===== src/rtl/fetch_pc_unit.sv =====
// Fetch PC unit: holds the architectural PC, issues one instruction-memory read
// at a time and buffers returned words with their PCs for decode.
// Optional build macro: FETCH_PERF_CNT_EN enables the fetched/dropped counters;
// without it perf_fetched/perf_dropped are tied to zero.
module fetch_pc_unit #(
  parameter logic [31:0] RESET_PC  = 32'h0000_0000,
  parameter int unsigned BUF_DEPTH = 2
) (
  input  logic        clk,
  input  logic        rst_n,
  input  logic [31:0] next_pc,
  input  logic        redirect,
  output logic [31:0] pc_plus4,
  output logic        imem_req_valid,
  input  logic        imem_req_ready,
  output logic [31:0] imem_req_addr,
  input  logic        imem_resp_valid,
  input  logic [31:0] imem_resp_data,
  output logic        inst_valid,
  input  logic        inst_ready,
  output logic [31:0] inst_data,
  output logic [31:0] inst_pc,
  output logic [31:0] perf_fetched,
  output logic [31:0] perf_dropped
);

  localparam int unsigned PtrW = $clog2(BUF_DEPTH);
  localparam logic [PtrW:0] DepthCnt = (PtrW + 1)'(BUF_DEPTH);

  localparam logic [1:0] StIdle = 2'd0;
  localparam logic [1:0] StWait = 2'd1;
  localparam logic [1:0] StDrop = 2'd2;

  logic [1:0]      state_q, state_d;
  logic [31:0]     pc_q, pc_d;
  logic [PtrW:0]   count_q;
  logic [PtrW-1:0] wr_ptr_q, rd_ptr_q;
  logic [31:0]     buf_data_q [BUF_DEPTH];
  logic [31:0]     buf_pc_q   [BUF_DEPTH];

  logic req_fire, pop, push, resp_drop;

  assign pc_plus4      = pc_q + 32'd4;
  assign imem_req_addr = pc_q;
  // Gated by rst_n so the request valid drops the moment reset asserts.
  assign imem_req_valid = rst_n && (state_q == StIdle) && (count_q < DepthCnt);
  assign inst_valid     = (count_q != '0);
  assign inst_data      = buf_data_q[rd_ptr_q];
  assign inst_pc        = buf_pc_q[rd_ptr_q];

  assign req_fire  = imem_req_valid && imem_req_ready;
  assign pop       = inst_valid && inst_ready;
  // Only a response to a live request that is not being flushed reaches the buffer.
  assign push      = (state_q == StWait) && imem_resp_valid && !redirect;
  assign resp_drop = imem_resp_valid &&
                     ((state_q == StDrop) || ((state_q == StWait) && redirect));

  // Next state and next PC; redirect overrides sequential advance.
  always_comb begin
    state_d = state_q;
    pc_d    = pc_q;
    case (state_q)
      StIdle: if (req_fire) state_d = redirect ? StDrop : StWait;
      StWait: begin
        if (imem_resp_valid) state_d = StIdle;
        else if (redirect)   state_d = StDrop;
      end
      StDrop: if (imem_resp_valid) state_d = StIdle;
      default: state_d = StIdle;
    endcase
    if (redirect)  pc_d = {next_pc[31:2], 2'b00};
    else if (push) pc_d = pc_plus4;
  end

  // FSM state and architectural PC.
  always_ff @(posedge clk or negedge rst_n) begin
    if (!rst_n) begin
      state_q <= StIdle;
      pc_q    <= RESET_PC;
    end else begin
      state_q <= state_d;
      pc_q    <= pc_d;
    end
  end

  // Buffer pointers and occupancy; a redirect empties the buffer.
  always_ff @(posedge clk or negedge rst_n) begin
    if (!rst_n) begin
      count_q  <= '0;
      wr_ptr_q <= '0;
      rd_ptr_q <= '0;
    end else if (redirect) begin
      count_q  <= '0;
      wr_ptr_q <= '0;
      rd_ptr_q <= '0;
    end else begin
      if (push) wr_ptr_q <= wr_ptr_q + 1'b1;
      if (pop)  rd_ptr_q <= rd_ptr_q + 1'b1;
      case ({push, pop})
        2'b10:   count_q <= count_q + 1'b1;
        2'b01:   count_q <= count_q - 1'b1;
        default: count_q <= count_q;
      endcase
    end
  end

  // Buffer storage; cleared on reset so inst_data/inst_pc read zero.
  always_ff @(posedge clk or negedge rst_n) begin
    if (!rst_n) begin
      for (int i = 0; i < int'(BUF_DEPTH); i++) begin
        buf_data_q[i] <= '0;
        buf_pc_q[i]   <= '0;
      end
    end else if (push) begin
      buf_data_q[wr_ptr_q] <= imem_resp_data;
      buf_pc_q[wr_ptr_q]   <= pc_q;
    end
  end

`ifdef FETCH_PERF_CNT_EN
  logic [31:0] fetched_q, dropped_q;

  // Performance counters, free-running and wrapping.
  always_ff @(posedge clk or negedge rst_n) begin
    if (!rst_n) begin
      fetched_q <= '0;
      dropped_q <= '0;
    end else begin
      if (push)      fetched_q <= fetched_q + 32'd1;
      if (resp_drop) dropped_q <= dropped_q + 32'd1;
    end
  end

  assign perf_fetched = fetched_q;
  assign perf_dropped = dropped_q;
`else
  logic unused_drop;
  assign unused_drop  = resp_drop;
  assign perf_fetched = '0;
  assign perf_dropped = '0;
`endif

endmodule

===== config.mk =====
export PLATFORM = sky130hd
export DESIGN_NAME = fetch_pc_unit
export DESIGN_NICKNAME = d
export VERILOG_FILES = /design/src/rtl/fetch_pc_unit.sv
export SDC_FILE = /design/constraint.sdc
export NUM_CORES = 1
export LEC_CHECK = 0
export CORE_MARGIN = 2
export CORE_UTILIZATION = 36
export DETAILED_ROUTE_END_ITERATION = 10
export HOLD_SLACK_MARGIN = 0.06
export PLACE_DENSITY = 0.76
export SLEW_MARGIN = 20
export SYNTH_ARGS = -nofsm -noshare
export SYNTH_HDL_FRONTEND = slang
export SYNTH_SLANG_ARGS = --single-unit

===== constraint.sdc =====
create_clock -name clk -period 2.7 [get_ports clk]
set_input_delay 0.54 -clock clk [delete_from_list [all_inputs] [get_ports clk]]
set_output_delay 0.54 -clock clk [all_outputs]
set_load 0.05 [all_outputs]

After elaboration in Yosys (flattened, before gate mapping)

Index checks and enable logic that the tools add are counted.

Bits in registers: 166
Latch bits: 0
RAM bits: 0
ROM bits: 0
Output and inout port bits: 194
Word-level logic and storage cells: 65
Memories: 0

Add/subtract/negate cells: 5
Multipliers: 0
Div/mod/pow operators: 0
Magnitude comparators: 4
Equal/unequal tests: 7
Shift-type cells: 0
Muxes and demuxes: 24
Bitwise gates (word level): 2
Reductions and logical operators: 14

Operators with widths:

| operator                                           | count |
|---|---|
| 2-to-1 mux 32 bit                                  | 9 |
| bitwise mux 64 bit                                 | 2 |
| adder 32 x 3 -> 32 bit, second input constant      | 1 |
| demux 32 bit (select 1 bit)                        | 1 |
| 2-to-1 mux 2 bit                                   | 6 |
| logical AND 1 bit                                  | 7 |
| one-hot mux 2 bit (3 select lines)                 | 1 |
| nonzero test 2 bit                                 | 3 |
| == test 2 x 1 -> 1 bit, second input constant      | 2 |
| == test 2 bit, second input constant               | 2 |
| >= comparator 2 bit, second input constant         | 2 |
| 2-to-1 mux 1 bit                                   | 4 |
| inequality test 2 bit, second input constant       | 2 |
| NOT 1 -> 2 bit                                     | 2 |
| one-hot mux 2 bit (2 select lines)                 | 1 |
| inequality test 3 bit, second input constant       | 1 |
| AND reduction 3 bit                                | 1 |
| nonzero test 3 bit                                 | 1 |
| adder 1 bit, second input constant                 | 2 |
| adder 2 x 1 -> 2 bit, second input constant        | 1 |
| zero test 2 bit                                    | 1 |
| < comparator 2 x 1 -> 1 bit, second input constant | 1 |
| < comparator 2 bit, second input constant          | 1 |
| subtractor 2 x 1 -> 2 bit, second input constant   | 1 |
| zero test 1 bit                                    | 1 |

Logic depth before layout (Yosys ltp)

Gate-level depths: netlist (run 1).

Depth after elaboration: 6
Mapped depth: 7

Least setup slack after synthesis (run 1)

OpenSTA, ideal clock, no wires.

Kind: register to output
From: reg pc_q[10] (netlist: imem_req_addr[10])
To: out pc_plus4[27]
Data arrival time: 2.809 ns
Data required time: 2.160 ns
Path slack: -0.649 ns
Cell stages (with the launch flop): 7
Buffers on the path: 2
Path through: dfrtp_1 -> clkbuf_8 -> nand4_4 -> or4_4 -> buf_6 -> nor4_1 -> xor2_1

Longest elaborated chain between the ends: 1

RTL lines:

| item                   | line | source |
|---|---|---|
| from (decl)            | 35   | `logic [31:0] pc_q, pc_d;` |
| from (signal assigned) | 82   | `pc_q <= pc_d;` |
| adder 32 x 3 -> 32 bit | 43   | `assign pc_plus4 = pc_q + 32'd4;` |
| to (decl)              | 13   | `output logic [31:0] pc_plus4,` |

No other way between the ends.

Final worst setup path (run 1)

Same ends and word-level chain as after synthesis.

==> results of run 1 <==
## where the power goes
part	switching, µW	internal [µW]	total [µW]
logic	2390	1400	3780
registers	241	2800	3040
clock network	1040	1500	2540
total	3670	5700	9370
## registers in the layout, indices dropped and copies added, names as in the netlist
signal,count
buf_pc_q,60
rd_ptr_q,1
wr_ptr_q,1
state_q,2
count_q,2
buf_data_q,64
imem_req_addr,30
## through the flow
step           power (µW)  setup TNS [ns]  setup WS [ns]  area [µm²]
3_5_place_dp         6850               0         0.0835       11100
5_1_grt              9770           -1.45         -0.168       12000
3_3_place_gp         6800               0          0.118       11100
2_1_floorplan        5740          -0.467         -0.178        9120
4_1_cts              9470          -0.542        -0.0826       11900
6_report             9370          -0.290        -0.0663       12000
## cells by family (layout without fill, tap and decap cells)
| family | count (synthesis) | count (layout) |
|---|---|---|
| buf+inv | 133 | 297 |
| fa+ha+maj | 1 | 1 |
| flops | 160 | 160 |
| other cells | 1 | 71 |
| xor+xnor | 41 | 41 |
| simple gates | 165 | 165 |
| compound gates | 55 | 55 |
| mux | 184 | 184 |
## per-layer routing
layer  up-vias  GRT usage, %
met1      3129          23.7
li1       2906             -
met5         -             0
met3        12          4.82
met2       202          29.6
met4         2          4.29
## placed cells by master, fill, tap and decap left out, types with 9 or more instances in the layout
cell type and n:
dfrtp_1 136, o31ai_1 10, o21ai_0 18, dfrtp_2 24, nand4_1 11, mux2_2 183
xnor2_1 15, buf_4 107, a31oi_1 14, clkbuf_16 17, buf_12 27, xor2_1 9
conb_1 70, nand2_1 38, or4_1 10, nor2_1 27, clkdlybuf4s50_1 113, nand3_1 15
## repair_timing
item / CTS / global route
gates cloned: 0 / 0
setup endpoints to repair: 18 / 49
hold buffers: 0 / 0
pin swaps: 10 / 7
gates resized for setup: 11 / 13
setup buffers: 20 / 3
## final timing paths
kind	startpoint	to	slack, ns	depth (start not counted)
max reg2reg	imem_req_addr[17]$_DFFE_PN0P_	imem_req_addr[31]$_DFFE_PN0P_	0.45	5
min reg2reg	buf_pc_q[30]$_DFFE_PN0P_	buf_pc_q[30]$_DFFE_PN0P_	0.49	2
min	rst_n	buf_pc_q[48]$_DFFE_PN0P_	0.12	2
max	imem_req_addr[10]$_DFFE_PN0P_	pc_plus4[27]	-0.07	5
max in group asynchronous	rst_n	imem_req_addr[13]$_DFFE_PN0P_	1.43	3
min in group clk	buf_pc_q[30]$_DFFE_PN0P_	buf_pc_q[30]$_DFFE_PN0P_	0.49	2
## area by class of cell
cell class	instances	area [µm²]
diodes	1	2.50
clock buffers	18	439
clock inverters	14	179
fillers	2104	11400
inverters	5	18.8
multi-input cells	516	4320
flip-flops and latches	160	4030
well taps	319	399
repair buffers	260	2620
==> results.txt, run 1 <==
H-tree depth -> 4
CTS tree -> done
Synth Area in Compound Gates -> 4.06%
antenna violations before repair -> 2
maximum clock path buffer count -> 2
Final Core Density -> 51.3%
syn_area_per_cell -> 11.6 µm²
routed vias/inst -> 4.83
crit path kind -> register to output pin
wirelength, routed -> 22300 µm
nets@finish -> 1031
unique cell type count in the Yosys netlist -> 54
GPL Wtd Cong -> 0.796
final cell count without fillers -> 1293
slowest cell on the critical path -> or4_4
Num CTS Buffers -> 17
Gate Count Post-Synth -> 740
largest family of logic cells by synthesized area -> multiplexers
Post-Synth XOR/XNOR Area -> 4.19%
CTS root buffer -> clkbuf_16
antenna-violating nets left -> 0
crit path buf inv count -> 1
CP Max Fanout -> 8
number of top-level pins -> 264
crit-path max cell delay -> 0.68 ns
Final setup violation count -> 8
Final period util -> 102%
crit path DAT -> 2.23 ns
met3 routed WL -> 1430 µm
Top delay family on crit path -> simple AND/OR/NAND/NOR gates
skew final -> 0.00812 ns
via count -> 6251
Max Used Layer -> met5
count leader, synth -> mux2_2
die width -> 158 µm
input/output buffers -> 191
Synth Area in Simple Gates -> 10.6%
number of global-route vias before repair -> 6246
num rows -> 56
largest net degree at the start of global routing -> 58
layout cells sized above 1 -> 43.0%
Post-Synthesis Cell Area -> 0.00856 mm²
register area share after synthesis -> 46.7%
final slew viol count -> 0
EDFF count, synth -> 0
Synth area leaders -> dfrtp_1 (47%), mux2_2 (24%), buf_4 (6.2%)
failing checks -> setup timing
# clock sinks -> 160
post-synthesis mux area share -> 24.2%
Worst slew margin -> 50.5%
startpoint types -> register
Final Critical Period -> 2.77 ns
DR iter-0 viols -> 278
total global routing overflow -> 0
first-pass GRT wire length -> 34300 µm
hold_ws -> 0.118 ns
Max Cap Violations -> 0
post-synth top area share -> 46.7%
achievable frequency -> 361 MHz
clk_lat worst skew -> 0.41 ns
Leak -> 0.00544 µW
core area -> 0.0234 mm²
worst min path class -> primary input to asynchronous set/reset pin
Tot GR Track Use -> 18.0%
met2 wire length -> 11100 µm
drt drc -> 0
Clk pin slew, worst setup/hold paths -> 0.07 ns
cell type with the largest total area after synthesis -> dfrtp_1
status -> complete, but fails checks
CP required -> 2.16 ns
starting density of the core -> 36.6%
Ys Warns -> 0
area growth from synthesis to layout -> 40.2%
DR pass1 iterations -> 5
P per Cell Area -> 780 mW/mm²
Die Ht -> 158 µm
DIE AREA -> 0.0250 mm²
ys async rst share -> 100%
top cells by count, synth -> mux2_2 (183), dfrtp_1 (160), buf_4 (71)
Most used DFF post-synth -> dfrtp_1
Fin. Hold Viols -> 0
Setup crit end kind -> output pin
# placed instances -> 1237
Synth Register Bits -> 160
Slew @ Worst Pin -> 0.742 ns
Cell Chain, Critical Path -> nand4_4, or4_4, nor4_4, xor2_2, buf_12
post-DP HPWL -> 15700 µm
Adder-Cell Fraction of Synth Area -> 0.146%
fin worst setup slack -> -0.0663 ns
Post-Route M1 WL -> 9630 µm
per-cell routed wire length -> 17.3 µm
maximum vdd drop -> 0.449 mV
RSZ-0062 raised after global routing -> true
Note: power is estimated with default switching activity, not from simulation.
==> run 2: changes to the inputs <==
--- a/config.mk
+++ b/config.mk
@@ -5,11 +5,13 @@
 export SDC_FILE = /design/constraint.sdc
 export NUM_CORES = 1
 export LEC_CHECK = 0
+export CELL_PAD_IN_SITES_DETAIL_PLACEMENT = 2
+export CELL_PAD_IN_SITES_GLOBAL_PLACEMENT = 2
 export CORE_MARGIN = 2
-export CORE_UTILIZATION = 36
+export CORE_UTILIZATION = 30
 export DETAILED_ROUTE_END_ITERATION = 10
 export HOLD_SLACK_MARGIN = 0.06
-export PLACE_DENSITY = 0.76
+export PLACE_DENSITY = 0.93
 export SLEW_MARGIN = 20
 export SYNTH_ARGS = -nofsm -noshare
 export SYNTH_HDL_FRONTEND = slang
==> results.txt, run 2 (synthesis gave the netlist of run 1 again) <==
number of top-level pins -> 264 (unchanged)
via count -> 6656 (+6.5%)
antenna-violating nets left -> 0 (unchanged)
failing checks -> setup timing
dpl cell area -> 0.0112 mm² (+0.78%)
CP Max Fanout -> 5 (-3)
largest net degree at the start of global routing -> 69 (+19%)
hold_buf cts -> 0 (unchanged)
final slew viol count -> 0 (unchanged)
H-tree depth -> 4 (unchanged)
routed vias/inst -> 4.87 (+0.79%)
maximum vdd drop -> 0.421 mV (-6.2%)
total global routing overflow -> 0 (unchanged)
die width -> 173 µm (+9.3%)
Setup crit end kind -> output pin
RSZ-0062 raised after global routing -> true
most common cell after layout, fill and taps aside -> mux2_2
Tot GR Track Use -> 21.1% (+3.1 points)
startpoint types -> register
Clk pin slew, worst setup/hold paths -> 0.07 ns (about the same)
fin worst setup slack -> -0.227 ns (-0.161 ns)
wirelength, routed -> 31500 µm (+41%)
drt drc -> 0 (unchanged)
Worst slew margin -> 36.6% (-14 points)
nets@finish -> 1044 (+1.3%)
input/output buffers -> 191 (unchanged)
area growth from synthesis to layout -> 43.6%
crit path DAT -> 2.39 ns (+0.16 ns)
achievable frequency -> 342 MHz (-5.5%)
Slew @ Worst Pin -> 0.951 ns (+0.209 ns)
Num CTS Buffers -> 17 (unchanged)
DR iter-0 viols -> 322 (+16%)
skew final -> 0.0141 ns (+0.00596 ns)
Max Cap Violations -> 0 (unchanged)
DR pass1 iterations -> 5 (unchanged)
Final period util -> 108% (+6.0 points)
CTS tree -> done
crit path kind -> register to output pin
DIE AREA -> 0.0299 mm² (+19%)
P per Cell Area -> 780 mW/mm² (about the same)
status -> complete, but fails checks
# clock sinks -> 160 (unchanged)
layout cells sized above 1 -> 45.0% (+2.1 points)
GPL Wtd Cong -> 0.756 (-5.1%)
maximum clock path buffer count -> 2 (unchanged)
num rows -> 61 (+8.9%)
most frequent cells in the layout -> mux2_2 (183), dfrtp_1 (133), buf_4 (117)
number of global-route vias before repair -> 7674 (+23%)
clk_lat worst skew -> 0.44 ns (+0.03 ns)
first-pass GRT wire length -> 48200 µm (+40%)
Largest register FFs -> 64 (unchanged)
Final Critical Period -> 2.93 ns (+0.161 ns)
Biggest register -> buf_data_q
CTS root buffer -> clkbuf_16
starting density of the core -> 30.7% (-5.9 points)
core area -> 0.0279 mm² (+19%)
pre-CTS WS -> 0.0424 ns (-0.0411 ns)
Leak -> 0.00557 µW (+2.4%)
CP required -> 2.16 ns (about the same)
Fin. Hold Viols -> 0 (unchanged)
Post-Layout Inst Area -> 0.0123 mm² (+2.4%)
Die Ht -> 173 µm (+9.3%)
antenna violations before repair -> 2 (unchanged)
post-DP HPWL -> 21300 µm (+36%)
Final setup violation count -> 16 (+8)
worst min path class -> primary input to asynchronous set/reset pin
final-layout fill cell count -> 2849 (+35%)
per-cell routed wire length -> 23.0 µm (+33%)
==> run 2: critical path: stages, from the launching register on <==
cell     delay [ns]
dfrtp_2        0.43
nand3_2        0.17
or4_4          0.67
nor3_4         0.29
xor2_4         0.22
buf_12         0.16
==> run 2: power breakdown <==
part           internal [µW]  switching (µW)  leakage (µW)
Clock                   1530            1110      0.000304
Combinational           1350            2540       0.00322
Sequential              2800             270       0.00204
==> run 2: layout make-up <==
cell class / count / area [µm²] / area share, %
Multi-Input combinational cell: 516 / 4450 / 36.2
Sequential cell: 160 / 4040 / 32.8
Timing Repair Buffer: 273 / 2680 / 21.8
Tap cell: 378 / 473 / 3.85
Clock buffer: 19 / 453 / 3.68
Clock inverter: 13 / 176 / 1.43
Inverter: 5 / 18.8 / 0.153
Antenna cell: 2 / 5.00 / 0.0407
==> run 2: path summary, 6_finish.rpt <==
check	start	to	slack [ns]	cells after the start
max	imem_req_addr[3]$_DFFE_PN0P_	pc_plus4[23]	-0.23	5
min	rst_n	imem_req_addr[18]$_DFFE_PN0P_	0.17	2
max reg2reg	imem_req_addr[3]$_DFFE_PN0P_	imem_req_addr[21]$_DFFE_PN0P_	0.27	6
min reg2reg	buf_data_q[23]$_DFFE_PN0P_	buf_data_q[23]$_DFFE_PN0P_	0.50	1
max in group asynchronous	rst_n	imem_req_addr[2]$_DFFE_PN0P_	1.65	2
min in group clk	buf_data_q[23]$_DFFE_PN0P_	buf_data_q[23]$_DFFE_PN0P_	0.50	1
==> run 2: through the flow <==
stage	hold slack [ns]	cells	power [µW]	util [%]	setup TNS, ns
6_report	0.174	1366	9590	44.0	-2.05
3_5_place_dp	0.483	1297	7020	40.1	0
3_3_place_gp	0.456	1297	6830	40.1	0
5_1_grt	0.189	1365	9980	44.0	-3.78
2_1_floorplan	0.244	809	5740	-	-0.467
4_1_cts	0.161	1354	9660	43.6	-2.01
==> run 2: routing by layer <==
metal,GRT usage (%),wire length (µm)
met1,23.9,12100
met2,39.3,17300
met3,3.91,1320
met4,7.52,760
met5,0,0
==> run 2: repair_timing <==
| action | CTS | global route |
|---|---|---|
| endpoints found under the hold margin | 0 | 0 |
| pin swaps | 13 | 14 |
| resized for setup | 61 | 5 |
| endpoints found under the setup margin | 44 | 19 |
| buffers inserted | 26 | 11 |
